File: src/rtl/simultaneous_to_sequential_reg.sv
// -----------------------------------------------------------------------------
// simultaneous_to_sequential_reg
//
// Parallel-to-serial shift stage. One load captures SHIFT_LEN words of
// BIT_WIDTH bits. The stage then emits them one word per accepted handshake on
// a registered serial output. This feeds the word-serial chien/correction path
// from the parallel syndrome/error-locator stages. It is the inverse of
// sequentialToSimultaneousReg_psLast when both use the same DIRECTION and
// SHIFT_LEN.
//
// Parameters
//   DIRECTION  >0 emits slice SHIFT_LEN-1 first; <=0 emits slice 0 first
//   SHIFT_LEN  words per burst (>=1)
//   BIT_WIDTH  bits per word (>=1)
//
// Ports
//   clk                 rising-edge clock
//   in_ctr_Arst         asynchronous active-high reset
//   in_ctr_Srst         synchronous flush; abandons the current burst
//   in_ctr_load_valid   parallel vector offered on `in`
//   out_ctr_load_ready  stage accepts a vector this cycle (combinational)
//   in                  parallel vector, slice k = in[BIT_WIDTH*(k+1)-1 -: BIT_WIDTH]
//   out                 current serial word (registered)
//   out_ctr_valid       out holds a valid word
//   in_ctr_ready        downstream accepts out this cycle
//   out_ctr_first       out is the first word of a burst
//   out_ctr_last        out is the final word of a burst
//
// Optional feature macro: SIM_TO_SEQ_ZERO_IDLE_EN
//   When defined, out reads as zero whenever out_ctr_valid is low.
//   When undefined, out keeps the last emitted word while idle.
// -----------------------------------------------------------------------------
module simultaneous_to_sequential_reg #(
    parameter int DIRECTION = 1,
    parameter int SHIFT_LEN = 4,
    parameter int BIT_WIDTH = 2
) (
    input  logic                           clk,
    input  logic                           in_ctr_Arst,
    input  logic                           in_ctr_Srst,
    input  logic                           in_ctr_load_valid,
    output logic                           out_ctr_load_ready,
    input  logic [BIT_WIDTH*SHIFT_LEN-1:0] in,
    output logic [BIT_WIDTH-1:0]           out,
    output logic                           out_ctr_valid,
    input  logic                           in_ctr_ready,
    output logic                           out_ctr_first,
    output logic                           out_ctr_last
);

    localparam int VEC_W = BIT_WIDTH * SHIFT_LEN;
    localparam int CNT_W = (SHIFT_LEN > 1) ? $clog2(SHIFT_LEN) : 1;
    localparam logic [CNT_W-1:0] CNT_ZERO = {CNT_W{1'b0}};
    localparam logic [CNT_W-1:0] CNT_ONE  = CNT_W'(1);
    localparam logic [CNT_W-1:0] CNT_LAST = CNT_W'(SHIFT_LEN - 1);

    typedef enum logic [0:0] {
        ST_IDLE  = 1'b0,
        ST_SHIFT = 1'b1
    } state_t;

    // The word to present next always sits at the "head" end of the vector.
    // The head end is selected by DIRECTION.
    function automatic logic [BIT_WIDTH-1:0] head_word(input logic [VEC_W-1:0] vec);
        if (DIRECTION > 0) begin
            return vec[VEC_W-1 -: BIT_WIDTH];
        end else begin
            return vec[BIT_WIDTH-1:0];
        end
    endfunction

    // Drop the head word so that the following slice moves to the head.
    function automatic logic [VEC_W-1:0] advance(input logic [VEC_W-1:0] vec);
        if (DIRECTION > 0) begin
            return vec << BIT_WIDTH;
        end else begin
            return vec >> BIT_WIDTH;
        end
    endfunction

    state_t               state_q, state_d;
    logic [CNT_W-1:0]     count_q, count_d;
    logic [VEC_W-1:0]     shreg_q, shreg_d;
    logic [BIT_WIDTH-1:0] out_q,   out_d;
    logic                 valid_q, valid_d;
    logic                 first_q, first_d;
    logic                 last_q,  last_d;

    logic                 load_s;
    logic                 move_s;
    logic [CNT_W-1:0]     count_inc_s;

    // Load acceptance: always in IDLE; in SHIFT only while the final word leaves.
    always_comb begin
        out_ctr_load_ready = 1'b0;
        case (state_q)
            ST_IDLE:  out_ctr_load_ready = 1'b1;
            ST_SHIFT: out_ctr_load_ready = last_q & in_ctr_ready;
            default:  out_ctr_load_ready = 1'b0;
        endcase
    end

    // Next-state logic. Flush beats load, and load beats word advance. A load
    // during the final handshake therefore restarts the burst without a bubble.
    always_comb begin
        state_d     = state_q;
        count_d     = count_q;
        shreg_d     = shreg_q;
        out_d       = out_q;
        valid_d     = valid_q;
        first_d     = first_q;
        last_d      = last_q;
        load_s      = in_ctr_load_valid & out_ctr_load_ready;
        move_s      = valid_q & in_ctr_ready;
        count_inc_s = count_q + CNT_ONE;

        if (in_ctr_Srst) begin
            state_d = ST_IDLE;
            count_d = CNT_ZERO;
            shreg_d = {VEC_W{1'b0}};
            out_d   = {BIT_WIDTH{1'b0}};
            valid_d = 1'b0;
            first_d = 1'b0;
            last_d  = 1'b0;
        end else if (load_s) begin
            // The head word goes straight to out. The remainder stays queued in shreg.
            state_d = ST_SHIFT;
            count_d = CNT_ZERO;
            shreg_d = advance(in);
            out_d   = head_word(in);
            valid_d = 1'b1;
            first_d = 1'b1;
            last_d  = (CNT_LAST == CNT_ZERO);
        end else if (move_s) begin
            if (last_q) begin
                // out keeps the last word. Only the valid/flag bits drop.
                state_d = ST_IDLE;
                count_d = CNT_ZERO;
                valid_d = 1'b0;
                first_d = 1'b0;
                last_d  = 1'b0;
            end else begin
                count_d = count_inc_s;
                shreg_d = advance(shreg_q);
                out_d   = head_word(shreg_q);
                first_d = 1'b0;
                last_d  = (count_inc_s == CNT_LAST);
            end
        end else begin
            // Stalled or idle: hold everything.
            state_d = state_q;
        end
    end

    // State and datapath registers with asynchronous clear.
    always_ff @(posedge clk or posedge in_ctr_Arst) begin
        if (in_ctr_Arst) begin
            state_q <= ST_IDLE;
            count_q <= CNT_ZERO;
            shreg_q <= {VEC_W{1'b0}};
            out_q   <= {BIT_WIDTH{1'b0}};
            valid_q <= 1'b0;
            first_q <= 1'b0;
            last_q  <= 1'b0;
        end else begin
            state_q <= state_d;
            count_q <= count_d;
            shreg_q <= shreg_d;
            out_q   <= out_d;
            valid_q <= valid_d;
            first_q <= first_d;
            last_q  <= last_d;
        end
    end

    assign out_ctr_valid = valid_q;
    assign out_ctr_first = first_q;
    assign out_ctr_last  = last_q;

`ifdef SIM_TO_SEQ_ZERO_IDLE_EN
    assign out = valid_q ? out_q : {BIT_WIDTH{1'b0}};
`else
    assign out = out_q;
`endif

endmodule

File: config.mk
export PLATFORM = sky130hd
export DESIGN_NAME = simultaneous_to_sequential_reg
export DESIGN_NICKNAME = d
export VERILOG_FILES = /design/src/rtl/simultaneous_to_sequential_reg.sv
export SDC_FILE = /design/constraint.sdc
export NUM_CORES = 1
export LEC_CHECK = 0
export ABC_AREA = 0
export BUFFER_PORTS_ARGS = -buffer_cell sky130_fd_sc_hd__buf_2
export CAP_MARGIN = 30
export CORE_MARGIN = 2
export CORE_UTILIZATION = 52
export CTS_CLUSTER_DIAMETER = 80
export DETAILED_ROUTE_END_ITERATION = 8
export GPL_ROUTABILITY_DRIVEN = 0
export GPL_TIMING_DRIVEN = 0
export PLACE_DENSITY = 0.8
export SLEW_MARGIN = 15
export SYNTH_ARGS = -nofsm -noshare
export SYNTH_HDL_FRONTEND = slang
export SYNTH_SLANG_ARGS = --single-unit
File: constraint.sdc
create_clock -name clk -period 3.3 [get_ports clk]
set_clock_uncertainty 0.2 [all_clocks]
set_input_delay 0.495 -clock clk [delete_from_list [all_inputs] [get_ports clk]]
set_output_delay 0.495 -clock clk [all_outputs]
set_load 0.05 [all_outputs]
==> out/metrics.cfg <==
[outcome]
outcome = completed

[drt]
post_drt_wl_per_cell_microns = 14.6
detailed_router_iteration_count_before_antenna_repair = 4
finalWirelength_microns = 1410
via_count = 570
drt-vias-per-instance = 5.88
drt.antenna.violating_nets = 0
drc = 0
drt_first_iter_violations = 10

[logic_synthesis]
synthMostInstantiatedCell = sky130_fd_sc_hd__dfrtp_1
yosys_warnings = 0
synthesis.area_per_instance_sq_um = 11.4
synth_edf_count = 0
synth.lib_cells_used.distinct = 22
yosys-top-cells-count = sky130_fd_sc_hd__dfrtp_1 (13), sky130_fd_sc_hd__nor3b_1 (6), sky130_fd_sc_hd__inv_1 (5), sky130_fd_sc_hd__o221a_2 (5), sky130_fd_sc_hd__o22a_1 (5)
postSynthNetCount = 74
synth_seq_cells = 13
async_reset_ff_share_pct = 100
netlist_top_cells_area = sky130_fd_sc_hd__dfrtp_1 (48%), sky130_fd_sc_hd__o221a_2 (8.3%), sky130_fd_sc_hd__nor3b_1 (6.6%)
netlist_area_sq_um = 682
postSynthCellCount = 60
synth_top_cell_by_area = sky130_fd_sc_hd__dfrtp_1
postSynth.topFlopCell = sky130_fd_sc_hd__dfrtp_1
synth_top_area_share_pct = 47.7
ys_seq_area_share_pct = 47.7

[sta]
setup_violations = 0
final-max-slew-violation-count = 0
fmax_ghz = 0.465
post-route-worst-setup-slack_ps = 1150
timing.final.crit_share_pct = 65.1
worst_pin_slew_ps = 498
rsz0062_at_grt = false
fin_tns_setup_ps = 0
final.min_clock_period_ps = 2150
timing.max_slew.rel_slack_pct = 66.8
timing.final.hold_violations = 0

[grt]
pin_count_of_the_biggest_net_entering_global_routing = 14
grt.total_usage_pct = 20.3
globalRouteOverflowTotal = 0
grt_antenna_before_repair = 0
grt_first_pass_wirelength_microns = 2070
first_global_vias = 483

[worst_hold_path]
worst_hold_path_type = input pin to asynchronous set/reset pin

[placed_design]
dpl-instance-area_sq_um = 791
port-buffer-count = 18
placement.setup.worst_slack_ps = 1260

[layout]
layout.core_utilization_pct = 64.4
area_growth_syn_to_fin_pct = 19.8
sequential_cell_area_in_the_final_layout_sq_um = 325
area_used_by_multi_input_combinational_logic_sq_um = 319
finalInstanceArea_sq_um = 817
antenna_cells = 0
layout.nets = 97
fillerInstances = 113
final_layout_size_suffix_gt1_share_pct = 39.0

[setup_path]
cpMaxStageDelayCell = sky130_fd_sc_hd__dfrtp_1
critPathTopFamily = flip-flops
stage_delay_of_the_slowest_cell_on_the_critical_path_ps = 450
critPathArrivalTime_ps = 1450
worstSetupPathType = flip-flop to primary output
worstSetupStartpointType = flip-flop
critical_path_buf_inv_count = 3
worstSetupEndpointType = primary output
cp_data_required_time_ps = 2600
worstPathCellList = a21boi_4 > buf_6 > inv_1 > buf_2
worst-path-max-fanout = 10

[clock_network]
cts_buffers = 3
clk-insertion-delay-late_ps = 280
tritoncts_clock_tree = yes
ctsHtreeMaxLevel = 1
cts.repair.resized = 0
clock_tree.buffer_depth = 2
clk_pin_slew_worst_paths_ps = 80
clock-root-buffer = sky130_fd_sc_hd__clkbuf_4
cts.sink_count = 13
post_cts_buffers = 0
cts_hold_buffers = 0

[floorplan]
core_sq_um = 1270
die_h_microns = 40.2
rows = 13
ios = 19
start_util_pct = 53.7
die-width_microns = 40.2
floorplan.die_area_sq_um = 1620

[pwr]
total_leakage_power_nw = 0.376
power.net_switching_w = 0.000107
comb_power_share_pct = 22.1
total_power_w = 0.000354
power.share.clock_pct = 27.9
power_switching_share_pct = 30.2
vdd.ir_drop.worst_v = 0.000271
share_seq_of_total_power_pct = 50.0
power.density_nw_per_um2 = 433
internal-power_w = 0.000247

[run]
max_cap_viol_count = 0

## worst paths after layout
kind                               from                 end  slack, ps  cells past startpoint
hold reg to reg              shreg_q[5]          shreg_q[5]        310                      1
max in group asynchronous   in_ctr_Arst          shreg_q[3]       2540                      2
setup reg to reg           out_ctr_last              out[0]       1720                      3
setup / recovery           out_ctr_last  out_ctr_load_ready       1150                      4
hold / removal              in_ctr_Arst          count_q[1]         20                      2
min in group clk            in_ctr_Srst       out_ctr_valid        190                      2
## stage by stage
step,hold slack (ps),instances
after global routing,69.0,97
after global placement,286,93
after detailed placement,298,93
after CTS,38.7,97
after floorplan,172,60
final,23.1,97
## layer usage
metal | vias to the layer above | wire, microns | GRT usage (%)
met4 | 0 | 30 | 12.5
met1 | 276 | 609 | 23.3
met2 | 16 | 712 | 34.7
li1 | 274 | - | -
met5 | - | 0 | 0
met3 | 4 | 58 | 3.33
## power by group through the flow
stage / combinational (W) / sequential, W / clock, W
2_1_floorplan: 0.0000408 / 0.000196 / 0
3_3_place_gp: 0.0000769 / 0.000180 / 0
3_5_place_dp: 0.0000789 / 0.000181 / 0
4_1_cts: 0.0000791 / 0.000177 / 0.000101
5_1_grt: 0.0000845 / 0.000179 / 0.000105
6_report: 0.0000783 / 0.000177 / 0.0000987
## area by class of cell
| type | count | area share (%) |
|---|---|---|
| flip-flops and latches | 13 | 39.8 |
| multi-input cells | 39 | 39.1 |
| repair buffers | 18 | 11.0 |
| clock buffers | 4 | 3.22 |
| inverters | 7 | 3.22 |
| well taps | 15 | 2.30 |
| plain buffers | 1 | 1.38 |
## worst reg2reg max path, delay by kind of cell, from the launching register on
kind             cells  cell delay, ps
AO/OA/AOI/OAI        2             480
flip-flops           1             450
AND/OR/NAND/NOR      1             340
## sequential cells by signal, indices dropped and copies added, names as in the netlist
signal	cells
count_q	2
out_ctr_valid	1
out_ctr_first	1
out_ctr_last	1
shreg_q	6
out	2
## logic make-up after synthesis
group	after synthesis	synth area share (%)
buffers and inverters	8	5.51
adders and majority gates	1	1.83
and+or+nand+nor	16	15.0
DFF	13	47.7
AOI/OAI and AO/OA	22	29.9
## layout by cell type (no fill, tap or decap)
cell                        count
sky130_fd_sc_hd__a21boi_4       1
sky130_fd_sc_hd__a21oi_1        4
sky130_fd_sc_hd__a31o_2         1
sky130_fd_sc_hd__buf_2         18
sky130_fd_sc_hd__buf_6          1
sky130_fd_sc_hd__clkbuf_1       1
sky130_fd_sc_hd__clkbuf_4       3
sky130_fd_sc_hd__clkinv_1       2
sky130_fd_sc_hd__dfrtp_1       13
sky130_fd_sc_hd__ha_1           1
sky130_fd_sc_hd__inv_1          5
sky130_fd_sc_hd__nand2_1        4
sky130_fd_sc_hd__nand2b_1       2
sky130_fd_sc_hd__nand3b_2       1
sky130_fd_sc_hd__nand4b_1       1
sky130_fd_sc_hd__nor2_1         1
sky130_fd_sc_hd__nor3b_1        6
sky130_fd_sc_hd__o211ai_2       1
sky130_fd_sc_hd__o21ai_0        1
sky130_fd_sc_hd__o221a_1        1
sky130_fd_sc_hd__o221a_2        5
sky130_fd_sc_hd__o22a_1         5
sky130_fd_sc_hd__o22a_2         1
sky130_fd_sc_hd__o2bb2ai_1      2
sky130_fd_sc_hd__or3_1          1
Note: power is estimated with default switching activity, not from simulation.
